### config.mk
export PLATFORM = sky130hd
export DESIGN_NAME = neuron_mac_acc_flat
export DESIGN_NICKNAME = d
export VERILOG_FILES = /design/src/rtl/neuron_mac_acc_if.sv /design/src/rtl/neuron_mac_acc.sv /design/src/flat_wrapper.sv
export SDC_FILE = /design/constraint.sdc
export NUM_CORES = 2
export LEC_CHECK = 0
export ABC_AREA = 1
export CORE_MARGIN = 5
export CORE_UTILIZATION = 66
export DETAILED_ROUTE_END_ITERATION = 10
export HOLD_SLACK_MARGIN = 0.1
export PLACE_DENSITY_LB_ADDON = 0.15
export SKIP_CTS_REPAIR_TIMING = 1
export SLEW_MARGIN = 30
export SYNTH_ARGS = -nofsm -noshare
export SYNTH_HDL_FRONTEND = slang
export SYNTH_HIERARCHICAL = 1
export SYNTH_SLANG_ARGS = --single-unit
### constraint.sdc
create_clock -name clk -period 3.5 [get_ports clk]
set_input_delay 0.7 -clock clk [delete_from_list [all_inputs] [get_ports clk]]
set_output_delay 0.7 -clock clk [all_outputs]
set_load 0.01 [all_outputs]
### src/rtl/neuron_mac_acc_if.sv
// Stream bundle for one neuron MAC: start/bias, pixel/weight input pairs, result handshake and status.
// master drives start, bias, pairs and out_ready; slave returns ready, result and status.
interface neuron_mac_acc_if;
  logic        start;
  logic [31:0] bias;
  logic        in_valid;
  logic        in_ready;
  logic [31:0] pix;
  logic [31:0] wgt;
  logic        out_valid;
  logic        out_ready;
  logic [31:0] result;
  logic        busy;
  logic        overflow;

  modport master (
    output start, bias, in_valid, pix, wgt, out_ready,
    input  in_ready, out_valid, result, busy, overflow
  );

  modport slave (
    input  start, bias, in_valid, pix, wgt, out_ready,
    output in_ready, out_valid, result, busy, overflow
  );
endinterface

### src/rtl/neuron_mac_acc.sv
// Q17.14 multiply-accumulate for one neuron: bias plus N_INPUTS pixel*weight products, one pair per cycle.
// Result is valid one cycle after the last accepted pair. Define ACC_SAT_EN to saturate instead of wrapping.
module fa_32b (
  input  logic [31:0] a,
  input  logic [31:0] b,
  input  logic        c_in,
  output logic [31:0] s,
  output logic        c_out
);
  assign {c_out, s} = {1'b0, a} + {1'b0, b} + {32'd0, c_in};
endmodule

module neuron_mac_acc #(
  parameter int N_INPUTS = 784
) (
  input  logic           clk,
  input  logic           rst_n,
  neuron_mac_acc_if.slave bus
);
  localparam int FRAC_W = 14;
  localparam int CNT_W  = 16;

  typedef enum logic [1:0] {IDLE, ACCUM, DRAIN, DONE} state_t;

  state_t             state;
  logic [31:0]        acc;
  logic [31:0]        prod_reg;
  logic               prod_vld;
  logic [CNT_W-1:0]   count;
  logic               in_ready_r;
  logic               out_valid_r;
  logic [31:0]        result_r;
  logic               busy_r;
  logic               ovf_r;

  logic signed [63:0] p64;
  logic signed [63:0] p_sh;
  logic               prod_ovf;
  logic [31:0]        prod_nxt;
  logic [31:0]        sum;
  logic               sum_cout;
  logic               acc_ovf;
  logic [31:0]        acc_nxt;
  logic               accept;
  logic               last;

  always_comb begin
    p64      = $signed(bus.pix) * $signed(bus.wgt);
    p_sh     = p64 >>> FRAC_W;
    // Product fits in 32 bits only when p64[63:45] is a pure sign extension.
    prod_ovf = ~((&p_sh[63:31]) | ~(|p_sh[63:31]));
`ifdef ACC_SAT_EN
    prod_nxt = prod_ovf ? (p64[63] ? 32'h8000_0000 : 32'h7FFF_FFFF) : p_sh[31:0];
`else
    prod_nxt = p_sh[31:0];
`endif
  end

  fa_32b u_add (
    .a     (acc),
    .b     (prod_reg),
    .c_in  (1'b0),
    .s     (sum),
    .c_out (sum_cout)
  );

  always_comb begin
    // Carry into the MSB differs from carry out exactly when same-sign operands flip the sum sign.
    acc_ovf = sum_cout ^ (acc[31] ^ prod_reg[31] ^ sum[31]);
`ifdef ACC_SAT_EN
    acc_nxt = acc_ovf ? (acc[31] ? 32'h8000_0000 : 32'h7FFF_FFFF) : sum;
`else
    acc_nxt = sum;
`endif
  end

  assign accept = bus.in_valid & in_ready_r;
  assign last   = accept && (count == CNT_W'(N_INPUTS - 1));

  always_ff @(posedge clk or negedge rst_n) begin
    if (!rst_n) begin
      state       <= IDLE;
      acc         <= '0;
      prod_reg    <= '0;
      prod_vld    <= 1'b0;
      count       <= '0;
      in_ready_r  <= 1'b0;
      out_valid_r <= 1'b0;
      result_r    <= '0;
      busy_r      <= 1'b0;
      ovf_r       <= 1'b0;
    end else begin
      prod_vld <= accept;
      if (accept) begin
        prod_reg <= prod_nxt;
        count    <= count + 1'b1;
        if (prod_ovf) ovf_r <= 1'b1;
      end
      if (prod_vld) begin
        acc <= acc_nxt;
        if (acc_ovf) ovf_r <= 1'b1;
      end
      case (state)
        IDLE: begin
          if (bus.start) begin
            acc        <= bus.bias;
            count      <= '0;
            ovf_r      <= 1'b0;
            in_ready_r <= 1'b1;
            busy_r     <= 1'b1;
            state      <= ACCUM;
          end
        end
        ACCUM: begin
          if (last) begin
            in_ready_r <= 1'b0;
            state      <= DRAIN;
          end
        end
        DRAIN: begin
          result_r    <= acc_nxt;
          out_valid_r <= 1'b1;
          state       <= DONE;
        end
        DONE: begin
          if (bus.out_ready) begin
            out_valid_r <= 1'b0;
            busy_r      <= 1'b0;
            state       <= IDLE;
          end
        end
        default: state <= IDLE;
      endcase
    end
  end

  assign bus.in_ready  = in_ready_r;
  assign bus.out_valid = out_valid_r;
  assign bus.result    = result_r;
  assign bus.busy      = busy_r;
  assign bus.overflow  = ovf_r;
endmodule

### src/flat_wrapper.sv
// flat-port wrapper written by rule: the top's interface ports become plain ports
module neuron_mac_acc_flat 
#(
  parameter int N_INPUTS = 784
)
  (clk, rst_n, bus_start, bus_bias, bus_in_valid, bus_pix, bus_wgt, bus_out_ready, bus_in_ready, bus_out_valid, bus_result, bus_busy, bus_overflow);
  neuron_mac_acc_if bus_i ();
  input  logic clk;
  input  logic rst_n;
  input wire logic [$bits(bus_i.start)-1:0] bus_start;
  input wire logic [$bits(bus_i.bias)-1:0] bus_bias;
  input wire logic [$bits(bus_i.in_valid)-1:0] bus_in_valid;
  input wire logic [$bits(bus_i.pix)-1:0] bus_pix;
  input wire logic [$bits(bus_i.wgt)-1:0] bus_wgt;
  input wire logic [$bits(bus_i.out_ready)-1:0] bus_out_ready;
  output wire logic [$bits(bus_i.in_ready)-1:0] bus_in_ready;
  output wire logic [$bits(bus_i.out_valid)-1:0] bus_out_valid;
  output wire logic [$bits(bus_i.result)-1:0] bus_result;
  output wire logic [$bits(bus_i.busy)-1:0] bus_busy;
  output wire logic [$bits(bus_i.overflow)-1:0] bus_overflow;
  assign bus_i.start = bus_start;
  assign bus_i.bias = bus_bias;
  assign bus_i.in_valid = bus_in_valid;
  assign bus_i.pix = bus_pix;
  assign bus_i.wgt = bus_wgt;
  assign bus_i.out_ready = bus_out_ready;
  assign bus_in_ready = bus_i.in_ready;
  assign bus_out_valid = bus_i.out_valid;
  assign bus_result = bus_i.result;
  assign bus_busy = bus_i.busy;
  assign bus_overflow = bus_i.overflow;
  neuron_mac_acc #(.N_INPUTS(N_INPUTS)) u_core (.clk(clk), .rst_n(rst_n), .bus(bus_i));
endmodule
== Word-level counts from Yosys, hierarchy flattened ==
Index checks and enable logic that the tools add are counted.

* Word-level logic and storage cells: 59
* Output and inout bits: 36
* Bits in registers: 119

* Mux-type cells: 22
* Multipliers: 1
* Equal/unequal tests: 7
* Bitwise gates (word level): 6
* Add/subtract/negate cells: 2
* Reduce and logical (&&, ||, !) cells: 11

{| class="wikitable"
|+ Operator list
! operator !! number
|-
| two-way mux 32 bit || 3
|-
| multiplier 32 x 32 -> 64 bit || 1
|-
| two-way mux 16 bit || 3
|-
| adder 32 x 32 -> 33 bit || 1
|-
| AND reduction 19 bit || 1
|-
| OR reduction 19 bit || 1
|-
| adder 16 x 1 -> 16 bit, second input constant || 1
|-
| == test 16 x 10 -> 1 bit, second input constant || 1
|-
| two-way mux 1 bit || 9
|-
| AND reduction 3 bit || 3
|-
| one-hot mux 2 bit (4 select lines) || 1
|-
| two-way mux 2 bit || 3
|-
| one-hot mux 1 bit (2 select lines) || 3
|-
| nonzero test 2 bit || 3
|-
| == test 2 bit, second input constant || 2
|-
| inequality test 2 bit, second input constant || 2
|-
| bitwise XOR 1 bit || 3
|-
| == test 2 x 1 -> 1 bit, second input constant || 1
|-
| zero test 2 bit || 1
|-
| inequality test 2 x 1 -> 1 bit, second input constant || 1
|-
| AND reduction 2 bit || 1
|-
| bitwise AND 1 bit || 1
|-
| logical AND 1 bit || 1
|-
| NOT 1 bit || 1
|-
| OR 1 bit || 1
|}

== Longest topological paths before layout ==
* Depth after elaboration: 10
* Depth in mapped cells: 37
* Gate-level depth less buffers: 36

== Cells and area by module ==
The synthesis kept the hierarchy.

{| class="wikitable"
|+ Modules (own cells, without submodules)
! module !! area an instance (µm²) !! cells an instance !! instances
|-
| neuron_mac_acc || 43,357.8 || 5,446 || 1
|-
| fa_32b || 2,393.5 || 505 || 1
|}

== Least setup slack after synthesis ==
No wires, ideal clock.

* Path kind: input-to-reg
* From: input bus_pix[31]
* To: register u_core.ovf_r (netlist: u_core/bus.overflow)
* Slack: -4,280 ps
* Library setup time: 122 ps
* Arrival time: 7,658 ps
* Data required time: 3,378 ps
* Stages on the path: 31
* Cells stage by stage: clkbuf_1 > nand2_1 > inv_1 > fa_1 > inv_1 > fa_1 > inv_1 > fa_1 > fa_1 > inv_1 > fa_1 > fa_1 > fa_1 > fa_1 > inv_1 > ha_1 > nand2_1 > inv_1 > a21oi_1 > nand2_1 > o21bai_1 > a21oi_1 > nand2_1 > nand2_1 > nand2_1 > nor2_1 > nand2_1 > nor2_1 > nand3_1 > nand3_2 > a21oi_2

* Cells in the longest elaborated chain, start to end: 10
* Elaborated cells between the ends (all ways): 11
* Those cells by class: mul (1); mux (6); bitwise (2); reduce/logical (2)

{| class="wikitable"
|+ RTL lines
! item !! RTL line !! text
|-
| start, declared || flat_wrapper.sv:13 || <nowiki>input wire logic [$bits(bus_i.pix)-1:0] bus_pix;</nowiki>
|-
| multiplier 32 x 32 -> 64 bit (*) || neuron_mac_acc.sv:48 || <nowiki>p64 = $signed(bus.pix) * $signed(bus.wgt);</nowiki>
|-
| OR reduction 19 bit || neuron_mac_acc.sv:51 || <nowiki>prod_ovf = ~((&p_sh[63:31]) | ~(|p_sh[63:31]));</nowiki>
|-
| NOT 1 bit || neuron_mac_acc.sv:51 ||
|-
| OR 1 bit (*) || neuron_mac_acc.sv:51 ||
|-
| two-way mux 1 bit (*) || neuron_mac_acc.sv:97 || <nowiki>if (prod_ovf) ovf_r <= 1'b1;</nowiki>
|-
| two-way mux 1 bit (*) || neuron_mac_acc.sv:94 || <nowiki>if (accept) begin</nowiki>
|-
| two-way mux 1 bit || neuron_mac_acc.sv:101 || <nowiki>if (acc_ovf) ovf_r <= 1'b1;</nowiki>
|-
| two-way mux 1 bit (*) || neuron_mac_acc.sv:99 || <nowiki>if (prod_vld) begin</nowiki>
|-
| two-way mux 1 bit || neuron_mac_acc.sv:105 || <nowiki>if (bus.start) begin</nowiki>
|-
| two-way mux 1 bit (*) || neuron_mac_acc.sv:103 || <nowiki>case (state)</nowiki>
|-
| end signal, assigned || neuron_mac_acc.sv:97 ||
|-
| end signal, assigned || neuron_mac_acc.sv:101 ||
|-
| end signal, assigned || neuron_mac_acc.sv:108 || <nowiki>ovf_r <= 1'b0;</nowiki>
|-
| end, declared || neuron_mac_acc.sv:34 || <nowiki>logic ovf_r;</nowiki>
|}

Mark *: on every way between the ends. The rest lies on a longest branch, timed or not.
A chain may end at the register's enable or synchronous reset.

== Worst setup path after layout ==
Ends and elaborated chain as after synthesis.

==> summary.txt <==
STA
  • Worst-margin pin slew: 0.758 ns
  • Total Neg Setup Slack: -121.77 ns
  • Final hold violations: 0
  • Slew HR: 0.494
  • RSZ-0062 raised after global routing: true
  • Crit share post-route: 2.27
  • Post-route setup slack: -4.45 ns
  • Final Setup Violations: 33
  • Slew Limit Fails: 0
  • Fmax: 126 MHz
  • Setup Skew: 0.00953 ns
  • Post-route minimum period: between 7 and 8 ns

Final layout
  • Finished Cell Area: 0.0579 mm²
  • Share of cells above drive strength 1: 0.201
  • Layout Cells excl Fill: 7511
  • Layout filler cell count: 3635
  • Register area: between 0.002 and 0.003 mm²
  • Multi-input logic area: 0.0375 mm²
  • Nets: 7951
  • Area growth from synthesis to final layout: 26.5%

GRT
  • GRT overflow: 0
  • First-pass GRT wire length: 224 mm
  • Largest net degree at the start of global routing: 66
  • Total track usage: 0.382
  • Vias in the first global route: around 43000
  • Antenna violations before repair: 21

Synth
  • Avg Synthesized Cell Area: roughly 7.7 µm²
  • Area share of the largest cell type after synthesis: 0.474
  • Synth top area cells: fa_1 (47%), inv_1 (15%), nand2_1 (15%), dfrtp_1 (6.5%), ha_1 (5.9%)
  • Syn_nets: between 7000 and 8000
  • Cell Area, Synth: around 0.046 mm²
  • Unique masters post-synth: a little over 40
  • Register area share after synthesis: 0.0651
  • #FFs+latches synth: 119
  • Count of mapped cells out of synthesis: between 5000 and 6000
  • Post-synth EDFFs: 0
  • Ys Warns: 6
  • Most instantiated library cell after synthesis: inv_1
  • Most used DFF post-synth: dfrtp_1
  • Post-synth top cells: inv_1 (1798), nand2_1 (1772), fa_1 (1083), ha_1 (216), clkbuf_1 (208)
  • Leading area contributor after synthesis: fa_1
  • Share of flip-flops with an asynchronous set or reset: 1.00

Detailed routing
  • Initial DRC count: about 6500
  • DR pass1 iterations: 11
  • Routed Antenna Nets: 0
  • Drt drc: between 100 and 150
  • Via density: 5.97
  • Routed wire length: 186 mm
  • Via Count: 44800
  • Drt wl/cell: 24.8 µm

Placed design
  • Detailed placement HPWL: approximately 120 mm
  • GP Congestion: 0.988
  • IO buf count: between 100 and 150
  • Placed cell area: 0.0531 mm²
  • Cells after DPL: 7304

CTS
  • TritonCTS clock tree: done
  • CTS sink count: 119
  • CTS clk-pin slew, worst paths: 0.07 ns
  • H-tree levels: 4
  • CTS buffer count: 17
  • Maximum root-to-sink buffer count: 2
  • Clock root buffer: clkbuf_16
  • Clk Latency, worst-skew pair: 0.43 ns

Floorplanning
  • Die W: 273 µm
  • Num rows: 96
  • I/O pins: approximately 140
  • CORE AREA: 0.0687 mm²
  • Die Area: between 0.07 and 0.08 mm²
  • Die Y: 273 µm
  • Initial Util: 0.666

Status
  • Status: complete, but fails checks
  • Violated checks: DRC, setup timing

Min path
  • Min-delay worst type: input port to asynchronous set/reset pin

Worst setup path
  • CP most frequent cell: fa_1
  • CP endpoint kind: flip-flop
  • Crit-path slowest cell: fa_1
  • Critical path arrival: 8.23 ns
  • Largest fanout on the critical path: 7
  • Req. time, crit path: approximately 3.8 ns
  • Worst setup path startpoint: bus_pix[31]
  • WS Path Type: input port to flip-flop
  • Crit-path max cell delay: roughly 0.7 ns
  • Family with the most delay on the worst path: adder cells
  • Reg-to-reg startpoint: u_core/acc[0]$_DFF_PN0_
  • CP startpoint kind: input port
  • WP buf/inv: 8

Run
  • Max-cap violations: 0
## area by class of cell
class                           instances  area share
Inverter                             1805       0.117
Clock inverter                         15     0.00277
Tap cell                              931      0.0201
Multi-Input combinational cell       3810       0.648
Sequential cell                       119      0.0515
Clock buffer                           17     0.00735
Antenna cell                           16    0.000692
Timing Repair Buffer                  798       0.152
## path summary, 6_finish.rpt
kind                                                   end  depth (start not counted)  slack, ns
min in group clk           u_core/prod_reg[29]$_DFFE_PN0P_                          2       0.50
hold reg to reg            u_core/prod_reg[29]$_DFFE_PN0P_                          2       0.50
hold / removal                  u_core/count[11]$_DFF_PN0_                          1       0.32
setup reg to reg             u_core/bus.overflow$_DFF_PN0_                         16       0.39
max in group asynchronous         u_core/acc[22]$_DFF_PN0_                          2       2.35
setup / recovery             u_core/bus.overflow$_DFF_PN0_                         33      -4.45
## stage by stage
stage                     setup slack (ns)  utilization  hold WS [ns]
after floorplan                      -4.02            -         0.404
after global placement               -4.93        0.773         0.462
final                                -4.45        0.842         0.319
after CTS                            -4.59        0.781         0.336
after detailed placement             -5.01        0.773         0.481
after global routing                 -4.69        0.842         0.375
## kinds of logic after synthesis
| logic type | synth area share |
|---|---|
| muxes | 0.00788 |
| buffers and inverters | 0.166 |
| AOI/OAI and AO/OA | 0.0284 |
| DFF | 0.0651 |
| other | 0.0000820 |
| xor gates and xnor gates | 0.0123 |
| adders and majority gates | 0.533 |
| and+or+nand+nor | 0.187 |
## cells in the final DEF (no fill, tap or decap), types with 71 or more instances in the layout
cell type	n
nor2_1	158
o21ai_0	76
nand2_2	117
inv_1	1700
nand2_1	1628
dfrtp_1	119
ha_1	167
clkdlybuf4s50_1	71
buf_4	429
nand3_1	71
fa_1	1018
buf_12	103
inv_2	98
## per-layer routing
metal	part of all wire	vias up	global-route usage
met5	0.0025	-	0
met4	0.10	30	0.172
met3	0.15	1743	0.0684
met2	0.43	4098	0.651
met1	0.31	21100	0.482
li1	-	17900	-
Power is not shown: default switching activity piles up to over one toggle a cycle in this logic, so the estimate is an artifact.
